### src/rtl/digit_serial_addsub.sv
// Digit-serial N-bit adder/subtractor: D bits per cycle, LSB digit first,
// with a registered inter-digit carry and valid/ready on both sides.
module digit_serial_addsub #(
  parameter int N = 32,
  parameter int D = 8
) (
  input  logic         clk,
  input  logic         rst_n,
  input  logic         in_valid,
  output logic         in_ready,
  input  logic [N-1:0] A,
  input  logic [N-1:0] B,
  input  logic         Cin,
  input  logic         sub,
  output logic         out_valid,
  input  logic         out_ready,
  output logic [N-1:0] Sum,
  output logic         Cout,
  output logic         Ovf
);

  localparam int K  = N / D;
  localparam int CW = (K > 1) ? $clog2(K) : 1;

  typedef enum logic [1:0] {
    IDLE,
    BUSY,
    DONE
  } state_t;

  state_t         r_state;
  state_t         w_next;
  logic [CW-1:0]  r_cnt;
  logic [N-1:0]   r_a;
  logic [N-1:0]   r_b;
  logic [N-1:0]   r_res;
  logic           r_c;

  int             w_base;
  logic [D-1:0]   w_ad;
  logic [D-1:0]   w_bd;
  logic [D-1:0]   w_sd;
  logic [D:0]     w_ext;
  logic           w_co;
  logic           w_cmsb;
  logic           w_last;
  logic [N-1:0]   w_res;

  assign in_ready  = (r_state == IDLE);
  assign out_valid = (r_state == DONE);

  always_comb begin
    w_base = int'(r_cnt) * D;
    w_ad   = r_a[w_base +: D];
    w_bd   = r_b[w_base +: D];
    w_ext  = {1'b0, w_ad} + {1'b0, w_bd} + {{D{1'b0}}, r_c};
    w_sd   = w_ext[D-1:0];
    w_co   = w_ext[D];
    // Carry into the digit's top bit, recovered from its sum bit.
    w_cmsb = w_ad[D-1] ^ w_bd[D-1] ^ w_sd[D-1];
    w_last = (r_cnt == CW'(K - 1));
    w_res  = r_res;
    w_res[w_base +: D] = w_sd;
  end

  always_ff @(posedge clk) begin
    if (!rst_n) begin
      r_state <= IDLE;
    end else begin
      r_state <= w_next;
    end
  end

  always_comb begin
    w_next = r_state;
    unique case (r_state)
      IDLE:    if (in_valid) w_next = BUSY;
      BUSY:    if (w_last) w_next = DONE;
      DONE:    if (out_ready) w_next = IDLE;
      default: w_next = IDLE;
    endcase
  end

  always_ff @(posedge clk) begin
    if (!rst_n) begin
      r_cnt <= '0;
      r_c   <= 1'b0;
      Sum   <= '0;
      Cout  <= 1'b0;
      Ovf   <= 1'b0;
    end else begin
      unique case (r_state)
        IDLE: begin
          if (in_valid) begin
            r_a   <= A;
            r_b   <= sub ? ~B : B;
            r_c   <= sub | Cin;
            r_cnt <= '0;
          end
        end
        BUSY: begin
          r_res <= w_res;
          r_c   <= w_co;
          r_cnt <= r_cnt + CW'(1);
          if (w_last) begin
            Sum  <= w_res;
            Cout <= w_co;
            Ovf  <= w_cmsb ^ w_co;
          end
        end
        default: ;
      endcase
    end
  end

endmodule

### config.mk
export PLATFORM = sky130hd
export DESIGN_NAME = digit_serial_addsub
export DESIGN_NICKNAME = d
export VERILOG_FILES = /design/src/rtl/digit_serial_addsub.sv
export SDC_FILE = /design/constraint.sdc
export NUM_CORES = 1
export LEC_CHECK = 0
export ABC_AREA = 1
export CORE_MARGIN = 10
export CORE_UTILIZATION = 57
export CTS_BUF_LIST = sky130_fd_sc_hd__clkbuf_8 sky130_fd_sc_hd__clkbuf_16
export CTS_CLUSTER_DIAMETER = 150
export DETAILED_ROUTE_END_ITERATION = 6
export GPL_TIMING_DRIVEN = 0
export MAX_ROUTING_LAYER = met4
export PLACE_DENSITY = 0.85
export SYNTH_ARGS = -nofsm -noshare
export SYNTH_HDL_FRONTEND = slang
export SYNTH_SLANG_ARGS = --single-unit
### constraint.sdc
create_clock -name clk -period 10.2 [get_ports clk]
set_clock_uncertainty 0.2 [all_clocks]
set_input_delay 2.04 -clock clk [delete_from_list [all_inputs] [get_ports clk]]
set_output_delay 2.04 -clock clk [all_outputs]
set_load 0.02 [all_outputs]
==> summary.md, run 1 <==
| Metric | Value |
|---|---|
| Vias in the first global route | 5112 |
| Post-DP HPWL | approximately 11000 microns |
| Syn-to-layout area delta | 28.67% |
| Worst path cell trace | inv_1, nor2_1, clkdlybuf4s50_1 |
| Port Buffer Count | just over 100 |
| Worst Path Required | approximately 8.0 ns |
| Crit end category | output pin |
| Reg2reg end | Cout$_SDFFE_PN0P_ |
| Crit path largest cell delay | between 0.6 and 0.7 ns |
| Worst-Skew Late Latency | 0.54 ns |
| Final Max Tran Viols | 0 |
| Hold endpoint | Sum[28]$_SDFFE_PN0P_ |
| Buf/Inv on CP | 2 |
| CP top delay family | buffers and inverters |
| Crit Path Max Fanout | 3 |
| Drt pass-1 iters | 6 |
| Syn Nets | a little under 700 |
| Width of the die | about 120 microns |
| Setup WS post-layout | 6.249 ns |
| Post-Syn Area per Cell | between 10 and 15 sq um |
| Placed cell area | between 7000 and 8000 sq um |
| CTS H-tree lvls | 4 |
| Gr usage total | approximately a fifth |
| YS warnings | 0 |
| HP Class | reg -> reg |
| CTS resizes | 0 |
| Mapped Cells | ~600 |
| Hold Startpoint | Sum[28]$_SDFFE_PN0P_ |
| Startpoint class of the critical path | flip-flop |
| Largest net degree at the start of global routing | 34 |
| First-pass GRT wire length | 25110 microns |
| Power per cell area | 175.7 nW/um^2 |
| Routed vias/inst | 5.513 |
| Layout cell share with drive strength beyond 1 | 9.660% |
| Max_cap viols | 0 |
| Iteration-0 DRC count of the detailed router | about 520 |
| Leak | approximately 3.3 nW |
| Reg2reg start | r_cnt[0]$_SDFFE_PN0P_ |
| Pre-CTS setup slack | just over 6 ns |
| Setup TNS | 0 ns |
| Clk root buf | clkbuf_8 |
| F_max | ~250 MHz |
| Final hold violations | 0 |
| Num CTS Buffers | 17 |
| Post-CTS setup buffers | 0 |
| Die height | 124.5 microns |
| Std-Cell Rows | 38 |
| Max-Slew Margin vs Limit | approximately 38% |
| Antenna Violating Nets Remaining | 0 |
| Via Count | between 4000 and 5000 |
| Drc violations | 0 |
| Die Area | about 15000 sq um |
| Status | completed |
| Clock buffer depth | 2 |
| Core Region | 10750 sq um |
| Min Tclk post-route | roughly 4.0 ns |
| Final setup vio count | 0 |
| Reg2reg setup slack | 6.62 ns |
| Post-route cell area | 8003 sq um |
| #FFs+latches synth | approximately 140 |
| Data arrival, critical path | 1.71 ns |
| Unrepaired setup endpoints after global routing | no |
| Worst-Margin Slew | slightly above 0.9 ns |
| Initial antenna violation count | 0 |
| Clock transition at path regs | approximately 0.060 ns |
| CTS tree | yes |
| CTS Hold Bufs | 0 |
| Mapped Area | about 6200 sq um |
| WHS Path Cells | 3 |
| Final GP Congestion | 0.9352 |
| I/O pin total | roughly 110 |
| Max VDD drop | around 110 uV |
| Register area share after synthesis | 58.90% |
| Avg WL per Cell | about 18 microns |
| Initial core utilization | between 50% and 60% |
| Final wirelength | approximately 15000 microns |
| Period utilization | between 30% and 40% |
| Slowest-stage cell, CP | clkdlybuf4s50_1 |
| CP Class | reg -> out |
| R2r worst-path depth | 17 |
| Synth cell types | 40 |
| Nets | around 810 |
| Final global-route overflow total | 0 |
| Sink Count | approximately 140 |
| Diode count | 0 |
-- state kept, by name, indices dropped and copies added (netlist names) --
register  cells
Sum          32
r_a          32
r_b          32
r_res        32
r_cnt         2
r_state       2
Cout          1
Ovf           1
r_c           1
-- cell usage in the layout, fill, tap and decap left out, types with 19 or more instances in the layout --
| master | instances |
|---|---|
| clkdlybuf4s50_1 | 103 |
| edfxtp_1 | 96 |
| nand2_1 | 87 |
| inv_1 | 74 |
| o21ai_0 | 58 |
| dfxtp_1 | 39 |
| nor2_1 | 38 |
| xor2_1 | 35 |
| nand3_1 | 19 |
-- cell families after synthesis --
kind of cell             after synthesis  synth area share (%)
flip-flops                           135                 58.90
adder cells (fa/ha/maj)               15                 3.259
AND/OR/NAND/NOR                      172                 12.51
buffers and inverters                104                 6.659
AO/OA/AOI/OAI                        136                 13.34
XOR/XNOR                              37                 5.331
-- report_power, final --
| group | total (mW) | internal, mW | switching (mW) |
|---|---|---|---|
| combinational | 0.225 | 0.0842 | 0.140 |
| sequential | 0.624 | 0.617 | 0.00717 |
| clock | 0.558 | 0.336 | 0.222 |
| total | 1.41 | 1.04 | 0.369 |
-- metrics by stage --
stage / cells / util, % / hold slack, ns / total power, mW
floorplan: 599 / - / 0.3136 / 0.7746
global placement: 842 / 69.11 / 0.3305 / 0.8442
global route: 875 / 74.48 / 0.3943 / 1.453
CTS: 875 / 74.48 / 0.3568 / 1.404
finish: 875 / 74.48 / 0.3575 / 1.406
detailed placement: 843 / 69.43 / 0.3412 / 0.8531
-- how the worst max path moves through the flow --
stage / from / endpoint / slack (ns) / cells past startpoint
5_1_grt: r_state[1]$_SDFFE_PN0P_ / out_valid / 6.16 / 3
3_3_place_gp: in_valid / r_a[28]$_DFFE_PP_ / 3.54 / 3
3_5_place_dp: in_valid / r_a[4]$_DFFE_PP_ / 6.04 / 4
4_1_cts: r_state[1]$_SDFFE_PN0P_ / out_valid / 6.21 / 3
6_report: r_state[1]$_SDFFE_PN0P_ / out_valid / 6.25 / 3
2_1_floorplan: rst_n / r_a[0]$_DFFE_PP_ / 4.44 / 3
-- routing by layer --
layer / share of wire, % / track usage, % / up-vias
met5: 0 / - / -
met4: 2.8 / 9.047 / 0
met3: 6.8 / 6.170 / 39
met2: 50 / 34.34 / 234
met1: 40 / 22.35 / 2276
li1: - / - / 2275
-- cell usage after synthesis (all sizes together) --
master	instances	share of area (%)
fa	2	0.64
a22o	2	0.28
nor2	44	3.1
a32o	1	0.16
clkbuf	13	0.80
xnor2	1	0.14
edfxtp	96	46
o22ai	18	1.8
ha	13	2.6
buf	14	1.2
o21a	18	2.2
nor3	3	0.42
xor2	36	5.2
a32oi	2	0.28
nand4	8	0.80
a21oi	9	0.78
inv	77	4.6
nand3	23	2.2
o211ai	2	0.24
nand2	92	5.8
o21ai	67	5.6
dfxtp	39	13
a31oi	1	0.10
or2	1	0.10
o31ai	1	0.12
o21bai	15	1.8
and2	1	0.14
-- final cells by class --
cell class,instances,area [sq um]
multi-input cells,360,2157
flip-flops and latches,135,3664
clock buffers,20,455.4
fillers,720,2743
clock inverters,12,86.33
well taps,140,175.2
repair buffers,104,1051
inverters,77,289.0
plain buffers,27,125.1
-- worst register-to-register path, cell delays in order (launching register included) --
cell and delay (ns):
dfxtp_1 0.36, buf_2 0.20, inv_2 0.18, clkbuf_1 0.48
nor2_1 0.09, o22ai_1 0.28, fa_1 0.25, inv_1 0.06
fa_1 0.39, inv_1 0.09, nand2_1 0.05, nand2_1 0.09
and2_4 0.17, nand4_1 0.08, nand2_1 0.19, nor2_1 0.08
or2_1 0.21, inv_1 0.05
(Power assumes the default switching activity.)
==> run 2, diff against run 1 <==
--- a/config.mk
+++ b/config.mk
@@ -7,13 +7,13 @@
 export LEC_CHECK = 0
 export ABC_AREA = 1
 export CORE_MARGIN = 10
-export CORE_UTILIZATION = 57
+export CORE_UTILIZATION = 48
 export CTS_BUF_LIST = sky130_fd_sc_hd__clkbuf_8 sky130_fd_sc_hd__clkbuf_16
 export CTS_CLUSTER_DIAMETER = 150
 export DETAILED_ROUTE_END_ITERATION = 6
 export GPL_TIMING_DRIVEN = 0
 export MAX_ROUTING_LAYER = met4
-export PLACE_DENSITY = 0.85
+export PLACE_DENSITY = 0.76
 export SYNTH_ARGS = -nofsm -noshare
 export SYNTH_HDL_FRONTEND = slang
 export SYNTH_SLANG_ARGS = --single-unit
==> constraint.sdc (replaced) <==
create_clock -name clk -period 3.2 [get_ports clk]
set_clock_uncertainty 0.2 [all_clocks]
set_input_delay 0.64 -clock clk [delete_from_list [all_inputs] [get_ports clk]]
set_output_delay 0.64 -clock clk [all_outputs]
set_load 0.02 [all_outputs]
==> run 2 against run 1 <==
Net effect: combinational power increased to 3.3 times the previous value; global-route usage down 3.2 points; via count decreased by 3.0%; first-iteration DRC count down 40%; critical path type is now reg -> reg; register-to-register slack worse by 6.5 ns; flip-flop and latch count is the same; clock power grew to 3.1 times the previous value; final cell count grew 3.9%; critical path depth is 13 higher; core utilization down 10 points; sequential power rose to 3.2 times the previous value; largest power group unchanged.
==> summary.md, run 2 (same netlist as run 1, synthesis figures left out) <==
| Metric | Value |
|---|---|
| Crit end category | flip-flop |
| Reg2reg end | Cout$_SDFFE_PN0P_ |
| Clock network fraction of design power | 39.0% (-0.7 points) |
| Post-DP HPWL | 11070 microns (-1.3%) |
| Unrepaired setup endpoints after global routing | yes |
| Final Max Tran Viols | 0 (unchanged) |
| Min Tclk post-route | around 3 ns |
| Final setup vio count | 0 (unchanged) |
| Initial core utilization | 49.09% (-8.8 points) |
| Setup TNS | 0 ns (unchanged) |
| Clock buffer depth | 2 (unchanged) |
| R2r worst-path depth | 16 (-1) |
| Most common cell on crit path | inv_1 |
| Worst Path Required | 3.37 ns (-4.59 ns) |
| Comb pwr share | 16.5% (+0.5 points) |
| Startpoint class of the critical path | flip-flop |
| Placed Cells | 875 (+3.8%) |
| WHS Path Cells | 2 (-1) |
| Crit path largest cell delay | 0.41 ns (-0.22 ns) |
| Final hold slack | 0.3492 ns (-0.008297 ns) |
| Crit Path Max Fanout | 10 (+7) |
| Drc violations | 0 (unchanged) |
| Final global-route overflow total | 0 (unchanged) |
| Placed cell area | 7501 sq um (+0.54%) |
| Reg2reg start | r_cnt[0]$_SDFFE_PN0P_ |
| Antenna Violating Nets Remaining | 0 (unchanged) |
| Via Count | 4679 (-3.0%) |
| Final hold violations | 0 (unchanged) |
| First-pass GRT wire length | 23920 microns (-4.7%) |
| Max-Slew Margin vs Limit | 39.16% (+1.6 points) |
| Max VDD drop | 373.0 uV (+250%) |
| Clk root buf | clkbuf_16 |
| Most frequent cells in the layout | clkdlybuf4s50_1 (103), edfxtp_1 (96), nand2_1 (86) |
| Width of the die | 133.8 microns (+7.5%) |
| Avg WL per Cell | 16.21 microns (-8.0%) |
| Data arrival, critical path | 3.21 ns (+1.50 ns) |
| Period utilization | between 90 and 100% |
| Sw frac | 25.10% (-1.2 points) |
| Port Buffer Count | 103 (unchanged) |
| Initial antenna violation count | 0 (unchanged) |
| Power per cell area | 549.7 nW/um^2 (+210%) |
| Max_cap viols | 0 (unchanged) |
| Sequential Power Share | 44.6% (+0.2 points) |
| Post-route cell area | 8124 sq um (+1.5%) |
| Nets | 809 (+0.25%) |
| Sink Count | 135 (unchanged) |
| Worst path cell trace | buf_6, clkbuf_4, nor2_1, o22ai_1, fa_2, inv_1, fa_1, inv_1, nand2_1, nand2_1, and2_4, nand4_1, nand2_2, nor2_1, or2_1, inv_1 |
| Syn-to-layout area delta | 30.62% |
| Core Region | 12670 sq um (+18%) |
| Num CTS Buffers | 17 (unchanged) |
| Final Non-Filler Cells | 909 (+3.9%) |
| Routed vias/inst | 5.147 (-6.6%) |
| Clock transition at path regs | 0.05 ns (about the same) |
| Vias in the first global route | 4933 (-3.5%) |
| Worst-Skew Late Latency | 0.42 ns (-0.12 ns) |
| Slowest-stage cell, CP | fa_1 |
| F_max | about 330 MHz |
| Gr usage total | 17.41% (-3.2 points) |
| Layout cell share with drive strength beyond 1 | 11.26% (+1.6 points) |
| Reg2reg setup slack | 0.16 ns (-6.46 ns) |
| Status | completed |
| Final wirelength | 14730 microns (-4.4%) |
| Die Area | 17910 sq um (+16%) |
| I/O pin total | 106 (unchanged) |
| CTS tree | yes |
| Commonest non-fill, non-tap cell in the layout | clkdlybuf4s50_1 |
| HP Class | reg -> reg |
| P_sw | 1.121 mW (+200%) |
| Diode count | 0 (unchanged) |
| Worst setup path endpoint | Cout$_SDFFE_PN0P_ |
| Drt pass-1 iters | 5 (-1) |
| Internal power | 3.345 mW (+220%) |
| Power Total | 4.466 mW (+220%) |
| CTS H-tree lvls | 4 (unchanged) |
| Worst-Margin Slew | 0.9104 ns (-0.02343 ns) |
| Largest net degree at the start of global routing | 36 (+5.9%) |
| Std-Cell Rows | 41 (+7.9%) |
| Leak | 3.379 nW (+2.1%) |
| Iteration-0 DRC count of the detailed router | 315 (-40%) |
| Final GP Congestion | 0.9267 (-0.91%) |
| Critical Path Source | r_cnt[0]$_SDFFE_PN0P_ |
| CP Class | reg -> reg |
| Die height | 133.8 microns (+7.5%) |
run 2: changes by cell type in the layout (fill, tap and decap cells not counted), moves of 2 or more:
| cell | before | now |
|---|---|---|
| dfxtp_2 | 0 | 2 |
| buf_4 | 2 | 4 |
| dfxtp_1 | 39 | 37 |
| clkbuf_1 | 12 | 5 |
| inv_1 | 74 | 78 |
| clkbuf_2 | 1 | 4 |
| clkbuf_8 | 4 | 6 |
| buf_6 | 0 | 4 |
| clkinv_1 | 2 | 0 |
| clkinvlp_4 | 3 | 0 |
run 2: how the worst min path moves through the flow:
stage | endpoint | startpoint | slack, ns
floorplan | r_res[11]$_DFFE_PP_ | r_res[11]$_DFFE_PP_ | 0.31
global placement | r_res[27]$_DFFE_PP_ | r_res[27]$_DFFE_PP_ | 0.33
detailed placement | r_res[15]$_DFFE_PP_ | r_res[15]$_DFFE_PP_ | 0.33
CTS | r_res[11]$_DFFE_PP_ | r_res[11]$_DFFE_PP_ | 0.35
global route | r_res[11]$_DFFE_PP_ | r_res[11]$_DFFE_PP_ | 0.37
finish | r_res[11]$_DFFE_PP_ | r_res[11]$_DFFE_PP_ | 0.35
run 2: routing by layer:
| layer | vias up | routed length, microns | global-route usage, % |
|---|---|---|---|
| met2 | 168 | 7451 | 28.88 |
| met5 | - | 0 | - |
| met1 | 2198 | 6126 | 18.81 |
| met4 | 0 | 242 | 7.376 |
| li1 | 2292 | - | - |
| met3 | 21 | 914 | 5.788 |
run 2: stage by stage:
stage	util (%)	setup slack [ns]
global placement	58.98	-0.5356
finish	64.12	0.1573
floorplan	-	0.1631
detailed placement	59.20	-0.3047
global route	64.12	-0.02862
CTS	63.61	-0.002321
run 2: area by class of cell:
cell class | count | area (sq um)
Sequential cell | 135 | 3666
Timing Repair Buffer | 106 | 1066
Fill cell | 982 | 4547
Tap cell | 172 | 215.2
Multi-Input combinational cell | 360 | 2180
Inverter | 77 | 291.5
Clock inverter | 9 | 36.28
Clock buffer | 23 | 508.0
Buffer | 27 | 161.4
run 2: what timing repair did:
action / in CTS / in global routing
setup endpoints to repair: 35 / 42
buffers inserted: 0 / 2
gates resized for setup: 9 / 22
pin swaps: 0 / 5
hold buffers: 0 / 0
endpoints found under the hold margin: 0 / 0
run 2: power by group through the flow:
stage / Clock, mW / Sequential [mW] / Combinational, mW
finish: 1.74 / 1.99 / 0.735
CTS: 1.77 / 1.99 / 0.704
global route: 1.85 / 1.99 / 0.805
floorplan: 0 / 2.02 / 0.449
detailed placement: 0 / 2.02 / 0.696
global placement: 0 / 2.02 / 0.673
run 2: critical path, delay by kind of cell (launching register included):
| family | cells | cell delay, ns |
|---|---|---|
| AOI/OAI and AO/OA | 1 | 0.20 |
| DFF | 1 | 0.38 |
| buffers and inverters | 5 | 0.59 |
| and+or+nand+nor | 8 | 0.94 |
| adders and majority gates | 2 | 0.67 |
